[src/rtl/calc_pkg.sv]
// Shared calculator definitions: ALU op encoding, fixed-point scale and
// the sequencer state encoding.
package calc_pkg;

  // Fixed-point values are stored as value x 100 (two decimal places).
  localparam int FIXED_POINT_MULTIPLIER = 100;

  // Same encoding as the keypad control FSM's ALU-op register.
  typedef enum logic [1:0] {
    ADD = 2'd0,
    SUB = 2'd1,
    MUL = 2'd2,
    DIV = 2'd3
  } calc_op_e;

  typedef enum logic [2:0] {
    S_IDLE,
    S_ALU,
    S_MUL,
    S_DIVIDE,
    S_DONE
  } seq_state_e;

endpackage

[src/rtl/alu_sequencer_if.sv]
// Start/done request bus between the control FSM (master) and the
// arithmetic sequencer (slave).
interface alu_sequencer_if #(
  parameter int WIDTH = 32
);
  logic             start;
  logic [1:0]       op;
  logic [WIDTH-1:0] operand_a;
  logic [WIDTH-1:0] operand_b;
  logic             busy;
  logic             done;
  logic [WIDTH-1:0] result;
  logic             overflow;
  logic             div_zero;

  modport master (
    output start, op, operand_a, operand_b,
    input  busy, done, result, overflow, div_zero
  );

  modport slave (
    input  start, op, operand_a, operand_b,
    output busy, done, result, overflow, div_zero
  );
endinterface

[src/rtl/seq_divider.sv]
// Unsigned restoring divider, 2*WIDTH-bit dividend by WIDTH-bit divisor,
// one quotient bit per clock, MSB first. The dividend register doubles as
// the quotient register: each iteration shifts a dividend bit out of the top
// and the new quotient bit in at the bottom.
// valid is high during the cycle of the final iteration and quotient shows
// the value that iteration produces, so the consumer captures the finished
// quotient on the same edge the divider completes.
module seq_divider #(
  parameter int WIDTH = 32
) (
  input  logic               clock,
  input  logic               reset_n,
  input  logic               load,
  input  logic [2*WIDTH-1:0] dividend,
  input  logic [WIDTH-1:0]   divisor,
  output logic               busy,
  output logic               valid,
  output logic [2*WIDTH-1:0] quotient
);
  localparam int CW = $clog2(2*WIDTH + 1);

  logic [CW-1:0]      cnt_q;
  logic [2*WIDTH-1:0] dvd_q;
  logic [WIDTH-1:0]   rem_q;
  logic [WIDTH-1:0]   dsr_q;
  logic [WIDTH-1:0]   rem_lo;
  logic [WIDTH-1:0]   rem_next;
  logic               fits;

  // One restoring step: trial-subtract the divisor from the shifted remainder.
  // The true remainder always stays below the divisor, so the low WIDTH bits
  // of the shifted value and of the difference are exact.
  always_comb begin
    fits     = ({rem_q, dvd_q[2*WIDTH-1]} >= {1'b0, dsr_q});
    rem_lo   = {rem_q[WIDTH-2:0], dvd_q[2*WIDTH-1]};
    rem_next = fits ? (rem_lo - dsr_q) : rem_lo;
    quotient = {dvd_q[2*WIDTH-2:0], fits};
  end

  assign busy  = (cnt_q != '0);
  assign valid = (cnt_q == CW'(1));

  // Load a new division or advance the running one by one bit.
  always_ff @(posedge clock or negedge reset_n) begin
    if (!reset_n) begin
      cnt_q <= '0;
      dvd_q <= '0;
      rem_q <= '0;
      dsr_q <= '0;
    end else if (load) begin
      cnt_q <= CW'(2*WIDTH);
      dvd_q <= dividend;
      rem_q <= '0;
      dsr_q <= divisor;
    end else if (busy) begin
      cnt_q <= cnt_q - CW'(1);
      dvd_q <= quotient;
      rem_q <= rem_next;
    end
  end

endmodule

[src/rtl/alu_sequencer.sv]
// Multi-cycle signed fixed-point (value x SCALE) add/sub/mul/div engine.
// Multiply is shift-add on magnitudes followed by a divide by SCALE; divide
// is |a|*SCALE / |b|. Both share one seq_divider; sign is applied to the
// truncated magnitude and results are clamped to +/-(2^(WIDTH-1)-1).
//
// state    | meaning
// S_IDLE   | waiting for start; operands latched on acceptance
// S_ALU    | add/sub finish here; mul/div set up their iterations
// S_MUL    | WIDTH shift-add iterations on the magnitudes
// S_DIVIDE | 2*WIDTH divider iterations, then sign and saturate
// S_DONE   | done pulse, result and flags valid
module alu_sequencer
  import calc_pkg::*;
#(
  parameter int WIDTH = 32,
  parameter int SCALE = FIXED_POINT_MULTIPLIER
) (
  input logic            clock,
  input logic            reset_n,
  alu_sequencer_if.slave bus
);
  localparam int                      MCW          = $clog2(WIDTH + 1);
  localparam logic [WIDTH-1:0]        MAX_MAG      = {1'b0, {(WIDTH-1){1'b1}}};
  localparam logic signed [WIDTH:0]   SUM_MAX      = {2'b00, {(WIDTH-1){1'b1}}};
  localparam logic signed [WIDTH:0]   SUM_MIN      = -SUM_MAX;
  localparam logic [2*WIDTH-1:0]      SCALE_WIDE   = (2*WIDTH)'(SCALE);
  localparam logic [WIDTH-1:0]        SCALE_NARROW = WIDTH'(SCALE);

  seq_state_e state_q, state_d;
  calc_op_e   op_q;
  logic [WIDTH-1:0]   mag_a_q, mag_b_q, abs_a, abs_b;
  logic               sign_a_q, sign_b_q;
  logic [2*WIDTH-1:0] product_q, mcand_q, product_next;
  logic [MCW-1:0]     mul_cnt_q;
  logic               mul_last;
  logic [WIDTH-1:0]   result_q;
  logic               overflow_q, div_zero_q;

  logic signed [WIDTH:0] a_ext, b_ext, sum;
  logic [WIDTH-1:0]      as_res, q_mag, q_res;
  logic                  as_ovf, q_ovf;

  logic               div_load, div_busy, div_valid;
  logic [2*WIDTH-1:0] div_dividend, div_quotient;
  logic [WIDTH-1:0]   div_divisor;

  seq_divider #(.WIDTH(WIDTH)) u_div (
    .clock    (clock),
    .reset_n  (reset_n),
    .load     (div_load),
    .dividend (div_dividend),
    .divisor  (div_divisor),
    .busy     (div_busy),
    .valid    (div_valid),
    .quotient (div_quotient)
  );

  assign abs_a        = bus.operand_a[WIDTH-1] ? -bus.operand_a : bus.operand_a;
  assign abs_b        = bus.operand_b[WIDTH-1] ? -bus.operand_b : bus.operand_b;
  assign product_next = product_q + (mag_b_q[0] ? mcand_q : '0);
  assign mul_last     = (mul_cnt_q == MCW'(1));

  // Signed WIDTH+1-bit add/sub rebuilt from sign and magnitude, then clamped.
  always_comb begin
    a_ext = {1'b0, mag_a_q};
    b_ext = {1'b0, mag_b_q};
    if (sign_a_q) a_ext = -a_ext;
    if (sign_b_q) b_ext = -b_ext;
    sum    = (op_q == SUB) ? (a_ext - b_ext) : (a_ext + b_ext);
    as_res = sum[WIDTH-1:0];
    as_ovf = 1'b0;
    if (sum > SUM_MAX) begin
      as_res = MAX_MAG;
      as_ovf = 1'b1;
    end else if (sum < SUM_MIN) begin
      as_res = -MAX_MAG;
      as_ovf = 1'b1;
    end
  end

  // Clamp the final quotient magnitude, then apply the mul/div sign.
  always_comb begin
    q_mag = div_quotient[WIDTH-1:0];
    q_ovf = 1'b0;
    if (div_quotient > {{WIDTH{1'b0}}, MAX_MAG}) begin
      q_mag = MAX_MAG;
      q_ovf = 1'b1;
    end
    q_res = (sign_a_q ^ sign_b_q) ? -q_mag : q_mag;
  end

  // Divider feed: |a|*SCALE by |b| for div, finished product by SCALE for mul.
  always_comb begin
    div_load     = 1'b0;
    div_dividend = product_next;
    div_divisor  = SCALE_NARROW;
    if (state_q == S_ALU) begin
      div_load     = (op_q == DIV) && (mag_b_q != '0);
      div_dividend = {{WIDTH{1'b0}}, mag_a_q} * SCALE_WIDE;
      div_divisor  = mag_b_q;
    end else if (state_q == S_MUL) begin
      div_load     = mul_last;
    end
  end

  // State register.
  always_ff @(posedge clock or negedge reset_n) begin
    if (!reset_n) state_q <= S_IDLE;
    else          state_q <= state_d;
  end

  // Next-state logic; start is only looked at in S_IDLE.
  always_comb begin
    state_d = state_q;
    unique case (state_q)
      S_IDLE:   if (bus.start) state_d = S_ALU;
      S_ALU: begin
        if (op_q == MUL)                         state_d = S_MUL;
        else if (op_q == DIV && mag_b_q != '0)   state_d = S_DIVIDE;
        else                                     state_d = S_DONE;
      end
      S_MUL:    if (mul_last) state_d = S_DIVIDE;
      // An idle divider here can only mean lost state; bail out rather than hang.
      S_DIVIDE: if (div_valid) state_d = S_DONE;
                else if (!div_busy) state_d = S_IDLE;
      S_DONE:   state_d = S_IDLE;
      default:  state_d = S_IDLE;
    endcase
  end

  // Operand capture, multiply iterations and result/flag registers.
  always_ff @(posedge clock or negedge reset_n) begin
    if (!reset_n) begin
      op_q       <= ADD;
      mag_a_q    <= '0;
      mag_b_q    <= '0;
      sign_a_q   <= 1'b0;
      sign_b_q   <= 1'b0;
      product_q  <= '0;
      mcand_q    <= '0;
      mul_cnt_q  <= '0;
      result_q   <= '0;
      overflow_q <= 1'b0;
      div_zero_q <= 1'b0;
    end else begin
      unique case (state_q)
        S_IDLE: if (bus.start) begin
          op_q       <= calc_op_e'(bus.op);
          mag_a_q    <= abs_a;
          mag_b_q    <= abs_b;
          sign_a_q   <= bus.operand_a[WIDTH-1];
          sign_b_q   <= bus.operand_b[WIDTH-1];
          overflow_q <= 1'b0;
          div_zero_q <= 1'b0;
        end
        S_ALU: begin
          if (op_q == ADD || op_q == SUB) begin
            result_q   <= as_res;
            overflow_q <= as_ovf;
          end else if (op_q == MUL) begin
            product_q <= '0;
            mcand_q   <= {{WIDTH{1'b0}}, mag_a_q};
            mul_cnt_q <= MCW'(WIDTH);
          end else if (mag_b_q == '0) begin
            result_q   <= '0;
            div_zero_q <= 1'b1;
          end
        end
        S_MUL: begin
          product_q <= product_next;
          mcand_q   <= mcand_q << 1;
          mag_b_q   <= mag_b_q >> 1;
          mul_cnt_q <= mul_cnt_q - MCW'(1);
        end
        S_DIVIDE: if (div_valid) begin
          result_q   <= q_res;
          overflow_q <= q_ovf;
        end
        default: ;
      endcase
    end
  end

  assign bus.busy     = (state_q != S_IDLE);
  assign bus.done     = (state_q == S_DONE);
  assign bus.result   = result_q;
  assign bus.overflow = overflow_q;
  assign bus.div_zero = div_zero_q;

endmodule

[src/flat_wrapper.sv]
// flat-port wrapper written by rule: the top's interface ports become plain ports
module alu_sequencer_flat import calc_pkg::*;
#(
  parameter int WIDTH = 32,
  parameter int SCALE = FIXED_POINT_MULTIPLIER
)
  (clock, reset_n, bus_start, bus_op, bus_operand_a, bus_operand_b, bus_busy, bus_done, bus_result, bus_overflow, bus_div_zero);
  alu_sequencer_if #(.WIDTH(WIDTH)) bus_i ();
  input logic clock;
  input logic reset_n;
  input wire logic [$bits(bus_i.start)-1:0] bus_start;
  input wire logic [$bits(bus_i.op)-1:0] bus_op;
  input wire logic [$bits(bus_i.operand_a)-1:0] bus_operand_a;
  input wire logic [$bits(bus_i.operand_b)-1:0] bus_operand_b;
  output wire logic [$bits(bus_i.busy)-1:0] bus_busy;
  output wire logic [$bits(bus_i.done)-1:0] bus_done;
  output wire logic [$bits(bus_i.result)-1:0] bus_result;
  output wire logic [$bits(bus_i.overflow)-1:0] bus_overflow;
  output wire logic [$bits(bus_i.div_zero)-1:0] bus_div_zero;
  assign bus_i.start = bus_start;
  assign bus_i.op = bus_op;
  assign bus_i.operand_a = bus_operand_a;
  assign bus_i.operand_b = bus_operand_b;
  assign bus_busy = bus_i.busy;
  assign bus_done = bus_i.done;
  assign bus_result = bus_i.result;
  assign bus_overflow = bus_i.overflow;
  assign bus_div_zero = bus_i.div_zero;
  alu_sequencer #(.WIDTH(WIDTH), .SCALE(SCALE)) u_core (.clock(clock), .reset_n(reset_n), .bus(bus_i));
endmodule
[config.mk]
export PLATFORM = sky130hd
export DESIGN_NAME = alu_sequencer_flat
export DESIGN_NICKNAME = d
export VERILOG_FILES = /design/src/rtl/calc_pkg.sv /design/src/rtl/alu_sequencer_if.sv /design/src/rtl/seq_divider.sv /design/src/rtl/alu_sequencer.sv /design/src/flat_wrapper.sv
export SDC_FILE = /design/constraint.sdc
export NUM_CORES = 1
export LEC_CHECK = 0
export ABC_AREA = 1
export CORE_ASPECT_RATIO = 0.8
export CORE_UTILIZATION = 43
export DETAILED_ROUTE_END_ITERATION = 16
export GPL_TIMING_DRIVEN = 0
export PLACE_DENSITY = 0.62
export SYNTH_ARGS = -nofsm -noshare
export SYNTH_HDL_FRONTEND = slang
export SYNTH_SLANG_ARGS = --single-unit
export TNS_END_PERCENT = 5
[constraint.sdc]
create_clock -name clock -period 6.15 [get_ports clock]
set_input_delay 1.23 -clock clock [delete_from_list [all_inputs] [get_ports clock]]
set_output_delay 1.23 -clock clock [all_outputs]
set_load 0.1 [all_outputs]
==> run metrics <==
Port Buffers 102; RSZ-0062 raised after global routing no; Netlist Area Pre-Place 33,100 µm²; FMAX 175 MHz; Seq cells post-synth 374; first-pass GRT wire length 183,000 µm; count leader, synth nand2_1; clock root buffer master clkbuf_16; status complete, no violations; die height 250 µm; initial DRC count 3,348; final setup fails 0; CTS clock-pin slew for the worst setup and hold paths 70 ps; mean routed wirelength per cell 20.3 µm; CP Data Arrival Time 6200 ps; chip width 312 µm; largest net degree at the start of global routing 116; initial antenna violation count 4; hpwl dp 99,700 µm; asr flop ratio synth 100%; Starting Density 43.7%; vias per cell 5.52; num rows 90; Area Growth Syn to Fin 11.8%; GP Congestion 1.03; worst-path maximum fanout 10; Cell variety after synth 66; final hold vios 0; cell area after layout 37,000 µm²; syn_nets 5,138; total routed wirelength 121,000 µm; Period Utilization, post-route 92.9%; ranking of synthesized cells by area dfrtp_1 (28%), nand2_1 (12%), ha_1 (10%); Clock Latency Late Sink 620 ps; Top FF cell, synth dfrtp_1; post-layout net count 5,292; I/O pin total 105; Post-synth EDFFs 0; Final Critical Period 5710 ps; H-tree Lvls 2; Final ANT Viol Nets 0; Cell Area, Placed 35,500 µm²; Critical path buffers and inverters 4; Clock Path Buffers 3; CTS buffer count 44; cell mode on critical path nand2_1; Synth area leader dfrtp_1; Fill cells 7,788; Core ar. 75,800 µm²; Warnings, synthesis 0; clock sinks 374; synthesized instance count 4,767; CP required 6630 ps; die area 78,200 µm²; CP Class register to register; Least-Margin Pin Slew 1360 ps; Max stage delay on crit path 430 ps; share of cells above drive strength 1 4.42%; CTS tree done; total number of vias 33.0k; total grt overflow 0; max cap viols 0; register area share after synthesis 28.2%; Final Slew Violations 0; GRT Total Usage 30.4%; Commonest cells post-synth nand2_1 (1,029), inv_1 (750), nor2_1 (475), dfrtp_1 (374), o21ai_0 (327); Max Clock Skew 28.7 ps; worst hold path class register to register; cell family with most CP delay simple AND/OR/NAND/NOR gates; drc violations 0; share of the synthesized area in the top cell type 28.2%; Critical Path Sink Type register; hold_ws 489 ps; Slew Limit Headroom 9.03%; Detailed Routing Iterations Pass 1 6; Avg Cell Area, Syn 6.95 µm²; vias in the first global route 30.3k; startpoint types register; slowest CP cell dfrtp_2
## flip-flops by register name, indices dropped and copies added, names as in the netlist
name	count
u_core.bus.div_zero	1
u_core.mcand_q	64
u_core.u_div.rem_q	32
u_core.op_q	2
u_core.sign_b_q	1
u_core.u_div.dvd_q	64
u_core.sign_a_q	1
u_core.mul_cnt_q	6
u_core.mag_b_q	32
u_core.product_q	64
u_core.u_div.cnt_q	7
u_core.mag_a_q	32
u_core.state_q	3
u_core.bus.overflow	1
u_core.u_div.dsr_q	32
u_core.bus.result	32
## path summary, 6_finish.rpt
| kind | cells past startpoint | slack (ps) | end | startpoint |
|---|---|---|---|---|
| worst max-delay path | 34 | 440 | u_core.bus.result[17]$_DFFE_PN0P_ | u_core.mag_b_q[0]$_DFFE_PN0P_ |
| worst min-delay path | 2 | 490 | u_core.u_div.dvd_q[45]$_DFFE_PN0P_ | u_core.u_div.dvd_q[45]$_DFFE_PN0P_ |
| worst max register to register | 34 | 440 | u_core.bus.result[17]$_DFFE_PN0P_ | u_core.mag_b_q[0]$_DFFE_PN0P_ |
| worst min register to register | 2 | 490 | u_core.u_div.dvd_q[45]$_DFFE_PN0P_ | u_core.u_div.dvd_q[45]$_DFFE_PN0P_ |
| max in group asynchronous | 4 | 3670 | u_core.mag_b_q[19]$_DFFE_PN0P_ | reset_n |
| min in group asynchronous | 1 | 500 | u_core.product_q[11]$_DFFE_PN0P_ | reset_n |
## cells by family (layout without fill, tap and decap cells)
family / after synthesis / after routing / synth area share, %
AO/OA/AOI/OAI: 983 / 983 / 17.6
buffers and inverters: 907 / 1093 / 10.5
XOR/XNOR: 235 / 235 / 6.23
adder cells (fa/ha/maj): 302 / 302 / 12.1
flip-flops: 374 / 374 / 28.2
other: 0 / 1 / 0
AND/OR/NAND/NOR: 1966 / 1966 / 25.3
## cell type report
type | instances | area (µm²) | area share [%]
diodes | 1 | 2.50 | 0.00675
clock buffers | 53 | 1190 | 3.23
clock inverters | 25 | 263 | 0.709
flip-flops and latches | 374 | 9360 | 25.3
multi-input cells | 3486 | 20300 | 54.9
well taps | 1012 | 1270 | 3.42
inverters | 766 | 2880 | 7.76
plain buffers | 141 | 613 | 1.65
repair buffers | 108 | 1130 | 3.06
## worst reg2reg max path, delay by kind of cell (launching register included)
| family | cells | cell delay [ps] |
|---|---|---|
| compound gates | 5 | 840 |
| fa+ha+maj | 2 | 650 |
| buf+inv | 4 | 440 |
| simple gates | 20 | 2420 |
| flops | 1 | 430 |
| xor+xnor | 3 | 830 |
## stage by stage
stage	util, %	worst slack (ps)	cells	TNS, ps
detailed placement	46.9	-141	5885	-2850
global placement	46.7	-13770	5881	-5108550
global route	48.9	63.1	5965	0
finish	48.9	436	5966	0
floorplan	-	1710	4767	0
CTS	48.8	180	5963	0
## cells in the final DEF (no fill, tap or decap), types with 18 or more instances in the layout
cell | synthesis | final
nand2_1 | 1029 | 1029
nand4_1 | 66 | 66
ha_1 | 272 | 270
or2_2 | 23 | 23
o221ai_1 | 42 | 42
a21o_1 | 19 | 19
o22ai_1 | 82 | 82
o21ai_0 | 327 | 327
xnor2_1 | 75 | 74
buf_2 | 18 | 18
clkbuf_16 | 0 | 44
nand3b_1 | 35 | 35
a31oi_1 | 39 | 39
nor2_1 | 475 | 473
nor3_1 | 50 | 48
clkdlybuf4s50_1 | 0 | 101
clkbuf_1 | 111 | 114
nand3_1 | 207 | 207
o211ai_1 | 56 | 56
a21oi_1 | 280 | 279
fa_1 | 30 | 30
dfrtp_1 | 374 | 373
inv_1 | 750 | 750
xor2_1 | 159 | 158
## repair_timing
item / in CTS / in global routing
hold buffers: 0 / 0
buffers inserted: 0 / 2
pin swaps: 0 / 1
setup endpoints to repair: 32 / 32
gates resized for setup: 2 / 8
## metal layers
metal / GRT usage, % / vias to the layer above / wire, µm
li1: - / 16000 / -
met1: 45.4 / 15600 / 57100
met2: 44.8 / 1211 / 50800
met3: 5.70 / 139 / 10400
met4: 7.02 / 2 / 2580
met5: 0 / - / 13
Power is not shown: default switching activity piles up to over one toggle a cycle in this logic, so the estimate is an artifact.
